**config.mk**
```make
export PLATFORM = sky130hd
export DESIGN_NAME = base_sram_arbiter
export DESIGN_NICKNAME = d
export VERILOG_FILES = /design/src/rtl/sram_arb_pkg.sv /design/src/rtl/sram_grant_sel.sv /design/src/rtl/base_sram_arbiter.sv
export SDC_FILE = /design/constraint.sdc
export NUM_CORES = 1
export LEC_CHECK = 0
export CORE_MARGIN = 2
export CORE_UTILIZATION = 44
export CTS_CLUSTER_DIAMETER = 50
export DETAILED_ROUTE_END_ITERATION = 6
export HOLD_SLACK_MARGIN = 0.15
export MAX_ROUTING_LAYER = met4
export PLACE_DENSITY = 0.91
export SYNTH_ARGS = -nofsm -noshare
export SYNTH_HDL_FRONTEND = slang
export SYNTH_SLANG_ARGS = --single-unit
```
**constraint.sdc**
```tcl
create_clock -name clock -period 3.4 [get_ports clock]
set_input_delay 1.02 -clock clock [delete_from_list [all_inputs] [get_ports clock]]
set_output_delay 1.02 -clock clock [all_outputs]
set_load 0.05 [all_outputs]
```
**src/rtl/sram_arb_pkg.sv**
```systemverilog
// Shared types and constants for the SRAM arbiter.
//   arb_state_t : access sequencing states
//   REQ_I/REQ_D : requester identity encoding used for the latched owner
//   ADDR_W_DEF / DATA_W_DEF : default address and data widths
package sram_arb_pkg;

    localparam int ADDR_W_DEF = 20;
    localparam int DATA_W_DEF = 32;

    localparam logic REQ_I = 1'b0;
    localparam logic REQ_D = 1'b1;

    typedef enum logic [1:0] {
        ST_IDLE   = 2'd0,
        ST_SETUP  = 2'd1,
        ST_ACCESS = 2'd2,
        ST_HOLD   = 2'd3
    } arb_state_t;

endpackage

```
**src/rtl/sram_grant_sel.sv**
```systemverilog
// Combinational grant selection between the instruction and data sides.
// Ports:
//   i_valid, d_valid : pending requests
//   streak           : consecutive data grants made while an instruction was waiting
//   gnt_i, gnt_d     : one-hot grant (both low when nothing is valid)
module sram_grant_sel
    import sram_arb_pkg::*;
#(
    parameter int D_STREAK_MAX = 4,
    parameter int STREAK_W     = 3
) (
    input  logic                i_valid,
    input  logic                d_valid,
    input  logic [STREAK_W-1:0] streak,
    output logic                gnt_i,
    output logic                gnt_d
);

    logic streak_full;

    always_comb begin
        streak_full = (streak == STREAK_W'(D_STREAK_MAX));
        // Data has priority unless it has starved the instruction side long enough.
        gnt_d       = d_valid & ~(i_valid & streak_full);
        gnt_i       = i_valid & ~gnt_d;
    end

endmodule

```
**src/rtl/base_sram_arbiter.sv**
```systemverilog
// Shares one SRAM port between instruction fetch and data access.
// Accesses are serialised; writes get a setup and a hold cycle around the
// WAIT_CYCLES-long access window. A one-cycle response pulse goes back to
// the side that owned the access.
// Ports:
//   clock, reset                 : clock, synchronous active-high reset
//   i_req_* / i_resp_*           : instruction read request / response
//   d_req_* / d_resp_*           : data read/write request / response
//   sram_addr/din/en/we/wmask    : registered drive to the RAM wrapper
//   sram_dout                    : combinational read data from the wrapper
//
// state     | meaning
// ----------+-----------------------------------------------
// ST_IDLE   | port free, arbitrating, all sram_* driven to 0
// ST_SETUP  | write address/data/mask presented, we low
// ST_ACCESS | access window, WAIT_CYCLES long, we = latched we
// ST_HOLD   | write fields held with we low before release
module base_sram_arbiter
    import sram_arb_pkg::*;
#(
    parameter int ADDR_W       = ADDR_W_DEF,
    parameter int DATA_W       = DATA_W_DEF,
    parameter int WAIT_CYCLES  = 2,
    parameter int D_STREAK_MAX = 4
) (
    input  logic              clock,
    input  logic              reset,
    input  logic              i_req_valid,
    output logic              i_req_ready,
    input  logic [ADDR_W-1:0] i_req_addr,
    output logic              i_resp_valid,
    output logic [DATA_W-1:0] i_resp_data,
    input  logic              d_req_valid,
    output logic              d_req_ready,
    input  logic [ADDR_W-1:0] d_req_addr,
    input  logic              d_req_we,
    input  logic [DATA_W-1:0] d_req_wdata,
    input  logic [3:0]        d_req_wmask,
    output logic              d_resp_valid,
    output logic [DATA_W-1:0] d_resp_data,
    output logic [ADDR_W-1:0] sram_addr,
    output logic [DATA_W-1:0] sram_din,
    output logic              sram_en,
    output logic              sram_we,
    output logic [3:0]        sram_wmask,
    input  logic [DATA_W-1:0] sram_dout
);

    localparam int CNT_W    = (WAIT_CYCLES > 1) ? $clog2(WAIT_CYCLES) : 1;
    localparam int STREAK_W = (D_STREAK_MAX > 0) ? $clog2(D_STREAK_MAX + 1) : 1;

    if (WAIT_CYCLES < 1) begin : g_bad_wait
        $error("base_sram_arbiter: WAIT_CYCLES must be at least 1");
    end

    arb_state_t          state_q, state_d;
    logic [CNT_W-1:0]    cnt_q, cnt_d;
    logic [STREAK_W-1:0] streak_q, streak_d;
    logic                owner_q, owner_d;
    logic                we_q, we_d;
    logic [ADDR_W-1:0]   addr_q, addr_d;
    logic [DATA_W-1:0]   din_q, din_d;
    logic [3:0]          mask_q, mask_d;

    logic                i_resp_valid_q, i_resp_valid_d;
    logic [DATA_W-1:0]   i_resp_data_q, i_resp_data_d;
    logic                d_resp_valid_q, d_resp_valid_d;
    logic [DATA_W-1:0]   d_resp_data_q, d_resp_data_d;

    logic                sram_en_q, sram_en_d;
    logic                sram_we_q, sram_we_d;
    logic [ADDR_W-1:0]   sram_addr_q, sram_addr_d;
    logic [DATA_W-1:0]   sram_din_q, sram_din_d;
    logic [3:0]          sram_wmask_q, sram_wmask_d;

    logic                gnt_i, gnt_d;
    logic                is_idle;
    logic                cnt_last;

    sram_grant_sel #(
        .D_STREAK_MAX (D_STREAK_MAX),
        .STREAK_W     (STREAK_W)
    ) u_grant_sel (
        .i_valid (i_req_valid),
        .d_valid (d_req_valid),
        .streak  (streak_q),
        .gnt_i   (gnt_i),
        .gnt_d   (gnt_d)
    );

    assign is_idle     = (state_q == ST_IDLE);
    assign cnt_last    = (cnt_q == CNT_W'(WAIT_CYCLES - 1));
    // Ready is suppressed during reset so nothing transfers into an aborted state.
    assign i_req_ready = is_idle & ~reset & gnt_i;
    assign d_req_ready = is_idle & ~reset & gnt_d;

    always_comb begin
        state_d        = state_q;
        cnt_d          = cnt_q;
        streak_d       = streak_q;
        owner_d        = owner_q;
        we_d           = we_q;
        addr_d         = addr_q;
        din_d          = din_q;
        mask_d         = mask_q;
        i_resp_valid_d = 1'b0;
        d_resp_valid_d = 1'b0;
        i_resp_data_d  = i_resp_data_q;
        d_resp_data_d  = d_resp_data_q;

        case (state_q)
            ST_IDLE: begin
                cnt_d = '0;
                if (d_req_ready) begin
                    owner_d = REQ_D;
                    we_d    = d_req_we;
                    addr_d  = d_req_addr;
                    din_d   = d_req_we ? d_req_wdata : '0;
                    mask_d  = d_req_we ? d_req_wmask : 4'hF;
                    state_d = d_req_we ? ST_SETUP : ST_ACCESS;
                    if (i_req_valid && (streak_q != STREAK_W'(D_STREAK_MAX))) begin
                        streak_d = streak_q + 1'b1;
                    end
                end else if (i_req_ready) begin
                    owner_d  = REQ_I;
                    we_d     = 1'b0;
                    addr_d   = i_req_addr;
                    din_d    = '0;
                    mask_d   = 4'hF;
                    state_d  = ST_ACCESS;
                    streak_d = '0;
                end
            end
            ST_SETUP: begin
                cnt_d   = '0;
                state_d = ST_ACCESS;
            end
            ST_ACCESS: begin
                if (cnt_last) begin
                    cnt_d = '0;
                    if (we_q) begin
                        state_d = ST_HOLD;
                    end else begin
                        state_d = ST_IDLE;
                        if (owner_q == REQ_D) begin
                            d_resp_valid_d = 1'b1;
                            d_resp_data_d  = sram_dout;
                        end else begin
                            i_resp_valid_d = 1'b1;
                            i_resp_data_d  = sram_dout;
                        end
                    end
                end else begin
                    cnt_d = cnt_q + 1'b1;
                end
            end
            ST_HOLD: begin
                // Only the data side can write, so the acknowledge always goes there.
                state_d        = ST_IDLE;
                d_resp_valid_d = 1'b1;
                d_resp_data_d  = '0;
            end
            default: begin
                state_d = ST_IDLE;
            end
        endcase

        // SRAM drive is registered from the next state so it lines up with the state itself.
        sram_en_d    = (state_d != ST_IDLE);
        sram_we_d    = (state_d == ST_ACCESS) & we_d;
        sram_addr_d  = sram_en_d ? addr_d : '0;
        sram_din_d   = sram_en_d ? din_d  : '0;
        sram_wmask_d = sram_en_d ? mask_d : 4'h0;
    end

    always_ff @(posedge clock) begin
        if (reset) begin
            state_q        <= ST_IDLE;
            cnt_q          <= '0;
            streak_q       <= '0;
            owner_q        <= REQ_I;
            we_q           <= 1'b0;
            addr_q         <= '0;
            din_q          <= '0;
            mask_q         <= 4'h0;
            i_resp_valid_q <= 1'b0;
            i_resp_data_q  <= '0;
            d_resp_valid_q <= 1'b0;
            d_resp_data_q  <= '0;
            sram_en_q      <= 1'b0;
            sram_we_q      <= 1'b0;
            sram_addr_q    <= '0;
            sram_din_q     <= '0;
            sram_wmask_q   <= 4'h0;
        end else begin
            state_q        <= state_d;
            cnt_q          <= cnt_d;
            streak_q       <= streak_d;
            owner_q        <= owner_d;
            we_q           <= we_d;
            addr_q         <= addr_d;
            din_q          <= din_d;
            mask_q         <= mask_d;
            i_resp_valid_q <= i_resp_valid_d;
            i_resp_data_q  <= i_resp_data_d;
            d_resp_valid_q <= d_resp_valid_d;
            d_resp_data_q  <= d_resp_data_d;
            sram_en_q      <= sram_en_d;
            sram_we_q      <= sram_we_d;
            sram_addr_q    <= sram_addr_d;
            sram_din_q     <= sram_din_d;
            sram_wmask_q   <= sram_wmask_d;
        end
    end

    assign i_resp_valid = i_resp_valid_q;
    assign i_resp_data  = i_resp_data_q;
    assign d_resp_valid = d_resp_valid_q;
    assign d_resp_data  = d_resp_data_q;
    assign sram_en      = sram_en_q;
    assign sram_we      = sram_we_q;
    assign sram_addr    = sram_addr_q;
    assign sram_din     = sram_din_q;
    assign sram_wmask   = sram_wmask_q;

endmodule

```
# Word-level counts from Yosys, hierarchy flattened
# Index checks and enable logic that the tools add are counted.
[word_totals]
reg_bits = 188
in_bits = 113
out_inout_bits = 126
word_cells = 93
[op_classes]
add_sub_neg = 2
n_eq_ne = 10
mux = 36
bitwise = 15
n_reduce_logical = 13
[ops]
columns = ["cell", "count"]
rows = [
  ["$mux 32", 7],
  ["$pmux 32 s2", 1],
  ["$mux 20", 3],
  ["$mux 4", 4],
  ["$mux 1", 10],
  ["$mux 2", 5],
  ["$mux 3", 3],
  ["$not 1->1", 8],
  ["$pmux 2 s4", 1],
  ["$reduce_and 4->1", 2],
  ["$reduce_bool 2->1", 4],
  ["$and 1x1->1", 7],
  ["$eq 2x2->1 const B", 3],
  ["$ne 2x2->1 const B", 3],
  ["$pmux 1 s2", 2],
  ["$reduce_or 2->1", 2],
  ["$reduce_or 4->1", 1],
  ["$add 3x1->3 const B", 1],
  ["$eq 3x3->1 const B", 1],
  ["$ne 3x3->1 const B", 1],
  ["$reduce_and 3->1", 1],
  ["$eq 2x1->1 const B", 1],
  ["$logic_not 2->1", 1],
  ["$ne 2x1->1 const B", 1],
  ["3 further kinds", 3],
]

# Longest topological paths before layout
[logic_depth]
depth_word = 13
depth_mapped = 8
depth_no_buf = 6

# Cells and area by module
# Synthesis repeated with hierarchy kept, for this count alone.
[unflattened]
hier_cells = 607
hier_area_um2 = 6408.6
[modules_own_cells]
columns = ["mod", "n_inst", "cells_each", "area_each_um2", "seq_area_each_um2"]
rows = [
  ["base_sram_arbiter", 1, 603, 6376.1, 3763.6],
  ["sram_grant_sel", 1, 4, 32.5, 0.0],
]

# Least setup slack after synthesis
# Ideal clock, no wire load.
[synth_path]
path_type = "in2out"
from = "in i_req_valid"
to = "out i_req_ready"
t_arrival_ns = 2.348
required_ns = 2.380
path_slack_ns = 0.032
stages = 5
path_buffers = 2
cell_sequence = "nand3_1 > and2_1 > clkbuf_1 > buf_2 > nor2b_1"
[synth_via]
elab_chain_cells = 6
[synth_rtl]
columns = ["element", "line", "rtl"]
rows = [
  ["from (decl)", "base_sram_arbiter.sv:28", "input logic i_req_valid,"],
  ["$and 1x1->1", "sram_grant_sel.sv:24", "gnt_d = d_valid & ~(i_valid & streak_full);"],
  ["$not 1->1", "sram_grant_sel.sv:24", ""],
  ["$and 1x1->1", "sram_grant_sel.sv:24", ""],
  ["$not 1->1", "sram_grant_sel.sv:25", "gnt_i = i_valid & ~gnt_d;"],
  ["$and 1x1->1 *", "sram_grant_sel.sv:25", ""],
  ["$and 1x1->1 *", "base_sram_arbiter.sv:94", "assign i_req_ready = is_idle & ~reset & gnt_i;"],
  ["to (decl)", "base_sram_arbiter.sv:29", "output logic i_req_ready,"],
]
# Every way passes the cells marked *; elsewhere a longest branch is shown, timed or not.

# Worst setup path after layout
# Same ends and word-level chain as after synthesis.

==> key figures <==
Outcome
  – Outcome: finished clean

Timing
  – Rel. slew slack: 18.7%
  – Fin crit share: 98.8%
  – Final Hold Fails: 0
  – Final setup fails: 0
  – F_max: 298 MHz
  – Max-slew violations: 0
  – Least-Margin Pin Slew: 1210 ps
  – Post-layout min period: 3360 ps
  – Final Hold Slack: 454 ps
  – Worst setup margin: 41.4 ps
  – Clk_skew: 6.00 ps

Clock network
  – Number of CTS-inserted buffers: 17
  – Post_cts resized: 0
  – Root Buffer: clkbuf_16
  – Hold Buf Count CTS: 0
  – Post-CTS setup buffers: 0
  – Max clock buf depth: 2
  – Clock latency on the worst-skew pair: 410 ps
  – H-tree depth: 4
  – Reg clk slew, reported paths: 60 ps
  – TritonCTS clock tree: yes
  – Clock sink count: 188

Placed design
  – Placed inst area: 0.00882 mm²
  – Gp weighted congestion: 0.852
  – Hpwl dp: 11,500 µm
  – PortBufs: 238
  – Post-placement worst setup slack: -2.73 ps

Floorplanning
  – DIE AREA: 0.0154 mm²
  – Die H: 124 µm
  – Starting Density: 45.3%
  – Io pins: 239
  – Die Wd: 124 µm
  – Row count: 43
  – Core area: 0.0140 mm²

Setup path
  – Setup crit start kind: input port
  – Arr. time, crit path: 2340 ps
  – Kind of critical path: in -> out
  – Crit path cell chain: clkdlybuf4s50_1 > nand3_1 > and2_1 > nor2b_2 > buf_12
  – Crit path largest cell delay: 570 ps
  – Setup crit end kind: primary output
  – Crit Path Max Fanout: 4
  – Worst path slowest cell: clkdlybuf4s50_1
  – CP required: 2380 ps

Run
  – Max cap viols: 0

Cells and area
  – Final nets: 996
  – Antenna diodes: 0
  – Footprint of the multi-input gates: 0.00229 mm²
  – Design area: 0.00940 mm²
  – Synth-to-Final Area Change: 48.3%
  – Register Area: 0.00376 mm²
  – Fillers: 1,061
  – Share of cells above drive strength 1: 6.84%

Power and ir drop
  – P_leak: 3.39 nW
  – Maximum vdd drop: 0.000357 V
  – Power density cells: 524 mW/mm²

Global route
  – Number of global-route vias before repair: 5,375
  – Total congestion overflow: 0
  – Pin count of the biggest net entering global routing: 72
  – GRT Overall Usage: 22.8%
  – Global-route wire length before repair: 26,500 µm
  – Initial antenna violation count: 0

Route
  – Drt via density: 5.16
  – Routed vias: 5,536
  – Antenna viol nets, final: 0
  – Post-Route WL: 17,300 µm
  – Starting DRT DRC Count: 309
  – DR WL/cell: 16.2 µm
  – Post-route DRC: 0
  – Drt first pass iters: 5

Min path
  – HP Class: reg -> reg

Synth
  – Yosys cell types: 36
  – Syn Area/Cell: 9.54 µm²
  – Yosys warning total: 0
  – Yosys reg bits: 188
  – Post-Syn Nets: 779
  – Post-synthesis cell area: 0.00634 mm²
  – Sequential cell area fraction in the yosys report: 59.4%
  – Synth Instances: 664
per-stage QoR:
step / total power [W] / instances / setup TNS (ps) / util (%)
global placement: 0.00305 / 1042 / 0 / 63.1
finish: 0.00492 / 1072 / 0 / 67.2
floorplan: 0.00276 / 664 / 0 / -
detailed placement: 0.00306 / 1042 / -2.73 / 63.1
CTS: 0.00497 / 1072 / 0 / 67.2
global route: 0.00511 / 1072 / -20.0 / 67.2
where the power goes:
part / internal (W) / switching, W
sequential: 0.00229 / 0.0000406
clock: 0.00113 / 0.000770
combinational: 0.000288 / 0.000398
total: 0.00371 / 0.00121
worst max-delay path, delay by kind of cell:
kind,cells,cell delay [ps]
buffers and inverters,2,720
AND/OR/NAND/NOR,3,590
synth_stat cells (all sizes together):
master / count / share of area (%)
o221ai: 20 / 3.3
nor3b: 1 / 0.12
nand2b: 21 / 2.1
a21oi: 36 / 2.8
o21ai: 5 / 0.39
nand2: 67 / 4.0
and3: 2 / 0.20
nand3: 2 / 0.16
nor4b: 1 / 0.38
ha: 2 / 0.39
nor3: 2 / 0.41
a21o: 1 / 0.12
and3b: 2 / 0.28
or2b: 1 / 0.12
and4: 1 / 0.14
inv: 5 / 0.30
xor2: 1 / 0.14
dfxtp: 188 / 59
nor2b: 4 / 0.39
clkbuf: 26 / 1.5
o31ai: 1 / 0.12
or3: 1 / 0.099
nand4: 3 / 0.30
o22ai: 4 / 0.39
buf: 31 / 3.0
and2: 1 / 0.099
nor2: 150 / 8.9
a22oi: 64 / 7.6
nand4b: 21 / 2.9
metal layers:
metal | GRT usage (%) | wire (µm) | up-vias
li1 | - | - | 2702
met1 | 26.9 | 7440 | 2607
met2 | 37.8 | 8460 | 206
met3 | 6.04 | 1190 | 21
met4 | 8.08 | 239 | 0
met5 | - | 0 | -
cells by family (layout without fill, tap and decap cells):
| family | after synthesis | in the layout | share of synthesized area [%] |
|---|---|---|---|
| compound gates | 131 | 131 | 14.7 |
| xor+xnor | 1 | 1 | 0.138 |
| fa+ha+maj | 2 | 2 | 0.395 |
| buf+inv | 62 | 290 | 4.80 |
| flops | 188 | 188 | 59.4 |
| simple gates | 280 | 280 | 20.6 |
area by class of cell:
| cell class | count | share of cell area, % |
|---|---|---|
| clock inverter | 6 | 0.932 |
| inverter | 5 | 0.200 |
| timing repair buffer | 255 | 26.9 |
| multi-input combinational | 414 | 24.4 |
| clock buffer | 24 | 5.13 |
| sequential | 188 | 40.1 |
| tap | 180 | 2.40 |
worst paths after layout:
check / from / to / slack [ps] / cells past startpoint
max: i_req_valid / i_req_ready / 40 / 5
min: i_resp_data[2]$_SDFFE_PP0P_ / i_resp_data[2]$_SDFFE_PP0P_ / 450 / 2
max reg2reg: state_q[1]$_SDFF_PP0_ / addr_q[5]$_SDFF_PP0_ / 1060 / 4
min reg2reg: i_resp_data[2]$_SDFFE_PP0P_ / i_resp_data[2]$_SDFFE_PP0P_ / 450 / 2
cell usage in the layout (no fill, tap or decap), drive strengths merged:
master | synthesis | final
clkdlybuf4s50 | 0 | 235
dfxtp | 188 | 188
nor2 | 150 | 150
nand2 | 67 | 67
a22oi | 64 | 64
a21oi | 36 | 36
clkbuf | 26 | 24
nand4b | 21 | 21
nand2b | 21 | 21
buf | 31 | 20
o221ai | 20 | 20
inv | 5 | 5
o21ai | 5 | 5
o22ai | 4 | 4
nor2b | 4 | 4
nand4 | 3 | 3
clkinvlp | 0 | 3
nand3 | 2 | 2
nor3 | 2 | 2
and3 | 2 | 2
and3b | 2 | 2
ha | 2 | 2
bufinv | 0 | 2
and2 | 1 | 1
nor4b | 1 | 1
or2b | 1 | 1
and4 | 1 | 1
xor2 | 1 | 1
nor3b | 1 | 1
a21o | 1 | 1
or3 | 1 | 1
o31ai | 1 | 1
clkinv | 0 | 1
sequential cells by signal, summed over array words and instances, names as in the netlist, 2 cells and up:
register and cells:
addr_q 20, d_resp_data 32, din_q 32, i_resp_data 32, mask_q 4, sram_addr 20
sram_din 32, sram_wmask 4, state_q 2, streak_q 3
No activity file was read; power rests on OpenSTA's default activity.
